--- config.mk ---
export PLATFORM = sky130hd
export DESIGN_NAME = pc_gen_flat
export DESIGN_NICKNAME = d
export VERILOG_FILES = /design/src/rtl/pc_gen_if.sv /design/src/rtl/pc_gen.sv /design/src/flat_wrapper.sv
export SDC_FILE = /design/constraint.sdc
export NUM_CORES = 1
export LEC_CHECK = 0
export CORE_MARGIN = 2
export CORE_UTILIZATION = 35
export CTS_CLUSTER_DIAMETER = 30
export DETAILED_ROUTE_END_ITERATION = 16
export GPL_TIMING_DRIVEN = 1
export PLACE_DENSITY = 0.66
export SKIP_CTS_REPAIR_TIMING = 1
export SLEW_MARGIN = 10
export SYNTH_ARGS = -nofsm -noshare
export SYNTH_HDL_FRONTEND = slang
export SYNTH_SLANG_ARGS = --single-unit
--- constraint.sdc ---
create_clock -name clk -period 3.2 [get_ports clk]
set_input_delay 0.64 -clock clk [delete_from_list [all_inputs] [get_ports clk]]
set_output_delay 0.64 -clock clk [all_outputs]
set_load 0.05 [all_outputs]
--- src/rtl/pc_gen_if.sv ---
// Fetch-side request/response bundle for pc_gen: redirect and control
// requests in, registered fetch PC and status out.
interface pc_gen_if #(
  parameter int unsigned XLEN = 32
);
  logic            stall_i;
  logic            br_valid_i;
  logic [XLEN-1:0] br_target_i;
  logic            trap_valid_i;
  logic [XLEN-1:0] trap_target_i;
  logic            halt_req_i;
  logic            resume_i;
  logic [XLEN-1:0] pc_o;
  logic [XLEN-1:0] pc_plus_o;
  logic            pc_valid_o;
  logic            halted_o;
  logic            misalign_o;
  logic [XLEN-1:0] misalign_addr_o;

  modport master (
    output stall_i, br_valid_i, br_target_i, trap_valid_i, trap_target_i,
           halt_req_i, resume_i,
    input  pc_o, pc_plus_o, pc_valid_o, halted_o, misalign_o, misalign_addr_o
  );

  modport slave (
    input  stall_i, br_valid_i, br_target_i, trap_valid_i, trap_target_i,
           halt_req_i, resume_i,
    output pc_o, pc_plus_o, pc_valid_o, halted_o, misalign_o, misalign_addr_o
  );
endinterface

--- src/rtl/pc_gen.sv ---
// Fetch-stage program-counter generator: BOOT/RUN/HALT sequencing with
// prioritised redirects (trap > branch > halt > stall > increment).
module pc_gen #(
  parameter int unsigned     XLEN         = 32,
  parameter logic [XLEN-1:0] RESET_VECTOR = '0,
  parameter int unsigned     INSTR_BYTES  = 4,
  parameter int unsigned     BOOT_CYCLES  = 2
) (
  input logic     clk,
  input logic     rst,
  pc_gen_if.slave bus
);
  localparam int unsigned ALIGN_BITS = (INSTR_BYTES == 2) ? 1 : 2;
  localparam int unsigned CNT_W      = (BOOT_CYCLES > 1) ? $clog2(BOOT_CYCLES) : 1;

  typedef enum logic [1:0] {
    S_BOOT,
    S_RUN,
    S_HALT
  } state_e;

  state_e          state_q, state_d;
  logic [CNT_W-1:0] cnt_q, cnt_d;
  logic [XLEN-1:0] pc_q, pc_d;
  logic            valid_q, valid_d;
  logic            halted_q, halted_d;
  logic            mis_q, mis_d;
  logic [XLEN-1:0] maddr_q, maddr_d;
  logic            trap_ok, br_ok;

  assign trap_ok = (bus.trap_target_i[ALIGN_BITS-1:0] == '0);
  assign br_ok   = (bus.br_target_i[ALIGN_BITS-1:0] == '0);

  always_comb begin
    state_d  = state_q;
    cnt_d    = cnt_q;
    pc_d     = pc_q;
    valid_d  = valid_q;
    halted_d = halted_q;
    mis_d    = 1'b0;
    maddr_d  = maddr_q;
    unique case (state_q)
      S_BOOT: begin
        if (cnt_q == CNT_W'(BOOT_CYCLES - 1)) begin
          state_d = S_RUN;
          valid_d = 1'b1;
        end else begin
          cnt_d = cnt_q + CNT_W'(1);
        end
      end
      S_RUN: begin
        // A misaligned trap still claims the cycle, so the branch is not consulted.
        if (bus.trap_valid_i) begin
          if (trap_ok) begin
            pc_d = bus.trap_target_i;
          end else begin
            mis_d   = 1'b1;
            maddr_d = bus.trap_target_i;
          end
        end else if (bus.br_valid_i) begin
          if (br_ok) begin
            pc_d = bus.br_target_i;
          end else begin
            mis_d   = 1'b1;
            maddr_d = bus.br_target_i;
          end
        end else if (bus.halt_req_i) begin
          state_d  = S_HALT;
          valid_d  = 1'b0;
          halted_d = 1'b1;
        end else if (!bus.stall_i) begin
          pc_d = pc_q + XLEN'(INSTR_BYTES);
        end
      end
      S_HALT: begin
        if (bus.trap_valid_i) begin
          if (trap_ok) begin
            pc_d     = bus.trap_target_i;
            state_d  = S_RUN;
            valid_d  = 1'b1;
            halted_d = 1'b0;
          end else begin
            mis_d   = 1'b1;
            maddr_d = bus.trap_target_i;
          end
        end else if (bus.resume_i) begin
          state_d  = S_RUN;
          valid_d  = 1'b1;
          halted_d = 1'b0;
        end
      end
      default: state_d = S_BOOT;
    endcase
  end

  always_ff @(posedge clk or posedge rst) begin
    if (rst) begin
      state_q  <= S_BOOT;
      cnt_q    <= '0;
      pc_q     <= RESET_VECTOR;
      valid_q  <= 1'b0;
      halted_q <= 1'b0;
      mis_q    <= 1'b0;
      maddr_q  <= '0;
    end else begin
      state_q  <= state_d;
      cnt_q    <= cnt_d;
      pc_q     <= pc_d;
      valid_q  <= valid_d;
      halted_q <= halted_d;
      mis_q    <= mis_d;
      maddr_q  <= maddr_d;
    end
  end

  assign bus.pc_o            = pc_q;
  assign bus.pc_plus_o       = pc_q + XLEN'(INSTR_BYTES);
  assign bus.pc_valid_o      = valid_q;
  assign bus.halted_o        = halted_q;
  assign bus.misalign_o      = mis_q;
  assign bus.misalign_addr_o = maddr_q;
endmodule
--- src/flat_wrapper.sv ---
// flat-port wrapper written by rule: the top's interface ports become plain ports
module pc_gen_flat 
#(
  parameter int unsigned     XLEN         = 32,
  parameter logic [XLEN-1:0] RESET_VECTOR = '0,
  parameter int unsigned     INSTR_BYTES  = 4,
  parameter int unsigned     BOOT_CYCLES  = 2
)
  (clk, rst, bus_stall_i, bus_br_valid_i, bus_br_target_i, bus_trap_valid_i, bus_trap_target_i, bus_halt_req_i, bus_resume_i, bus_pc_o, bus_pc_plus_o, bus_pc_valid_o, bus_halted_o, bus_misalign_o, bus_misalign_addr_o);
  pc_gen_if #(.XLEN(XLEN)) bus_i ();
  input logic clk;
  input logic rst;
  input wire logic [$bits(bus_i.stall_i)-1:0] bus_stall_i;
  input wire logic [$bits(bus_i.br_valid_i)-1:0] bus_br_valid_i;
  input wire logic [$bits(bus_i.br_target_i)-1:0] bus_br_target_i;
  input wire logic [$bits(bus_i.trap_valid_i)-1:0] bus_trap_valid_i;
  input wire logic [$bits(bus_i.trap_target_i)-1:0] bus_trap_target_i;
  input wire logic [$bits(bus_i.halt_req_i)-1:0] bus_halt_req_i;
  input wire logic [$bits(bus_i.resume_i)-1:0] bus_resume_i;
  output wire logic [$bits(bus_i.pc_o)-1:0] bus_pc_o;
  output wire logic [$bits(bus_i.pc_plus_o)-1:0] bus_pc_plus_o;
  output wire logic [$bits(bus_i.pc_valid_o)-1:0] bus_pc_valid_o;
  output wire logic [$bits(bus_i.halted_o)-1:0] bus_halted_o;
  output wire logic [$bits(bus_i.misalign_o)-1:0] bus_misalign_o;
  output wire logic [$bits(bus_i.misalign_addr_o)-1:0] bus_misalign_addr_o;
  assign bus_i.stall_i = bus_stall_i;
  assign bus_i.br_valid_i = bus_br_valid_i;
  assign bus_i.br_target_i = bus_br_target_i;
  assign bus_i.trap_valid_i = bus_trap_valid_i;
  assign bus_i.trap_target_i = bus_trap_target_i;
  assign bus_i.halt_req_i = bus_halt_req_i;
  assign bus_i.resume_i = bus_resume_i;
  assign bus_pc_o = bus_i.pc_o;
  assign bus_pc_plus_o = bus_i.pc_plus_o;
  assign bus_pc_valid_o = bus_i.pc_valid_o;
  assign bus_halted_o = bus_i.halted_o;
  assign bus_misalign_o = bus_i.misalign_o;
  assign bus_misalign_addr_o = bus_i.misalign_addr_o;
  pc_gen #(.XLEN(XLEN), .RESET_VECTOR(RESET_VECTOR), .INSTR_BYTES(INSTR_BYTES), .BOOT_CYCLES(BOOT_CYCLES)) u_core (.clk(clk), .rst(rst), .bus(bus_i));
endmodule
==> impl_metrics.toml <==
[status]
status = "finished, final reports clean"

[hold_path]
worstHoldPathType = "flip-flop to flip-flop"
min_path_cells = 1
min_to = "u_core.cnt_q"
holdCritStartpoint = "u_core.cnt_q"

[synthesis]
synth_edf_count = 0
yosysMostFrequentCell = "dfrtp_1"
yosysTopAreaCell = "dfrtp_1"
synth_commonest_cells = "dfrtp_1 (70), nand2_1 (53), o22ai_1 (44), a2bb2oi_1 (37), a21oi_1 (28)"
ys_ff_latch = 70
synth_area_um2 = 4442
synth-async-reset-ratio = 1.000
synth.area.top_cells = "dfrtp_1 (39%), a2bb2oi_1 (7.3%), o22ai_1 (6.2%)"
yosysWarningCount = 0
syn_area_per_cell_um2 = 8.991
yosysTopAreaCellShare = 0.3944
ys.flop_type = "dfrtp_1"
synth_cell_types = 58
yosysSeqAreaShare = 0.3944
postSynthCellCount = 494
syn_nets = 570

[worst_setup_path]
crit_type = "flip-flop to output port"
cp_top_family = "buffers and inverters"
end_kind = "output port"
worst-path-max-fanout = 7
r2r_start = "u_core.state_q[0]"
crit_arrival_ns = 2.46
worstSetupStartpointType = "flip-flop"
cp_num_buf_inv = 1
rrSetupSlack_ns = 0.66
cp.required_ns = 2.56
rr_worst_depth = 6
critPathMaxStageDelay_ns = 0.86
slowest_stage = "clkdlybuf4s50_1"
cp_cell_sequence = "ha_1 -> and3_2 -> xor2_1 -> clkdlybuf4s50_1"
rr_endpoint = "u_core.bus.misalign_addr_o[15]"

[layout]
drive_gt1_frac = 0.1284
fin_util = 0.5362
stdcell_area_um2 = 6711
area_delta_synth_final_pct = 51.10
antenna_cells = 0
multi_input_area_um2 = 2440
nets = 727
seqCellArea_um2 = 1752
fillers = 1195
fin_cells = 826

[floorplan]
start_util = 0.3549
die_h_um = 116.7
core-area_um2 = 12520
die_x_um = 116.7
die_area_um2 = 13610
rows = 41
ioPinCount = 170

[power_and_ir_drop]
p_seq_frac = 0.211
comb_power_share = 0.679
p_switching_mw = 4.329
max-vdd-ir-drop_mv = 0.7395
p_leak_nw = 2.633
p_total_mw = 8.184
internal-power_mw = 3.855
power.density_nw_per_um2 = 1219
swShare = 0.5289
pwr-share-clk = 0.110

[global_routing]
antenna_found_initial = 0
grt_use_total = 0.2551
overflow = 0
grt_first_pass_wirelength_um = 26260
grt_pass1_vias = 4639
grt_max_degree = 43

[timing]
finalHoldViolations = 0
worst_slack_ns = 0.09939
fmax_mhz = 322.5
fin_crit_ns = 3.101
relSlewSlack = 0.2438
rsz0062_at_grt = "no"
slew_viol_final = 0
worst_pin_slew_ns = 1.134
setup_tns_ns = 0
min_period_over_period = 0.9689
whs_ns = 0.4810
fin_skew_ns = 0.007839
setup_violations = 0

[detailed_routing]
dr.pass1.iters = 7
viasPerCell = 5.783
routedWlPerCell_um = 20.69
drc = 0
ant_nets = 0
first_iter_violations = 472
finalWirelength_um = 17090
via_count = 4777

[place]
dpl_cell_area_um2 = 6427
routabilityCongestion = 0.9036
hpwl_um = 12890
port_buffers = 169
dp_cells = 810
dp_slack_ns = 0.3857

[clocking]
clk_path_buf_depth = 2
clk_pin_slew_ns = 0.06
clock_latency_ns = 0.34
cts_tree = "done"
cts_max_level = 3
cts_inserted_buffers = 9
root_buffer = "clkbuf_16"
clock_sinks = 70

[flow_run]
maxCapViolCount = 0
cells by family (layout without fill, tap and decap cells):
group           after synthesis  after routing  synth area share
fa+ha+maj                     5              5           0.01408
mux                           8              8           0.01915
buf+inv                      55            215           0.06197
simple gates                146            146            0.1707
xor+xnor                     28             28           0.05521
flops                        70             70            0.3944
compound gates              182            182            0.2845
power groups by stage:
stage	combinational, mW	clock (mW)	sequential (mW)
global placement	5.47	0	1.72
global route	5.84	0.957	1.79
CTS	5.54	0.908	1.72
finish	5.56	0.902	1.73
detailed placement	5.52	0	1.72
floorplan	2.31	0	2.96
flip-flops by register name, summed over array words and instances, names as in the netlist:
| signal | count |
|---|---|
| u_core.bus.pc_o | 32 |
| u_core.cnt_q | 1 |
| u_core.state_q | 2 |
| u_core.bus.pc_valid_o | 1 |
| u_core.bus.misalign_addr_o | 32 |
| u_core.bus.halted_o | 1 |
| u_core.bus.misalign_o | 1 |
worst reg2reg max path: cells and delay by family, from the launching register on:
family                     cells  cell delay, ns
adders and majority gates      1            0.39
DFF                            1            0.42
buffers and inverters          1            0.10
AOI/OAI and AO/OA              2            0.40
and+or+nand+nor                2            1.15
cell usage in the layout, fill, tap and decap left out, types with 4 or more instances in the layout:
master / instances
inv_1: 9
dfrtp_1: 70
a22o_1: 4
nand2_1: 53
or2_2: 4
clkbuf_16: 9
nand3_1: 16
ha_1: 5
o22ai_1: 44
and2_1: 4
nor2_1: 20
xnor2_1: 19
mux2_2: 4
buf_4: 27
a31oi_1: 9
xor2_1: 7
a2bb2oi_1: 37
a311oi_1: 8
o21ai_0: 21
o31ai_1: 5
nor3_1: 11
clkdlybuf4s50_1: 145
mux2i_1: 4
and3_1: 6
a21oi_1: 28
buf_12: 17
nand4_1: 13
worst max path at each step:
stage / cells past startpoint / from / slack [ns] / endpoint
final: 4 / u_core.bus.pc_o[2] / 0.1 / bus_pc_plus_o[6]
after CTS: 7 / u_core.bus.pc_o[2] / -0.0002 / bus_pc_plus_o[18]
after floorplan: 4 / u_core.bus.pc_o[16] / 0.009 / bus_pc_plus_o[22]
after detailed placement: 7 / u_core.bus.pc_o[2] / 0.39 / bus_pc_plus_o[18]
after global routing: 4 / u_core.bus.pc_o[2] / 0.03 / bus_pc_plus_o[6]
after global placement: 6 / u_core.bus.pc_o[14] / 0.42 / bus_pc_plus_o[23]
final cells by class:
| type | count | share of cell area |
|---|---|---|
| Clock buffer | 12 | 0.03673 |
| Tap cell | 172 | 0.03207 |
| Sequential cell | 70 | 0.2610 |
| Clock inverter | 2 | 0.001491 |
| Timing Repair Buffer | 190 | 0.2990 |
| Inverter | 11 | 0.006152 |
| Multi-Input combinational cell | 369 | 0.3635 |
metal layers:
metal,part of all wire,vias to the layer above,global-route usage
li1,-,2182,-
met3,0.080,40,0.04463
met1,0.44,2309,0.3646
met4,0.035,0,0.1027
met2,0.45,246,0.3841
met5,0,-,0
(Power assumes the default switching activity.)
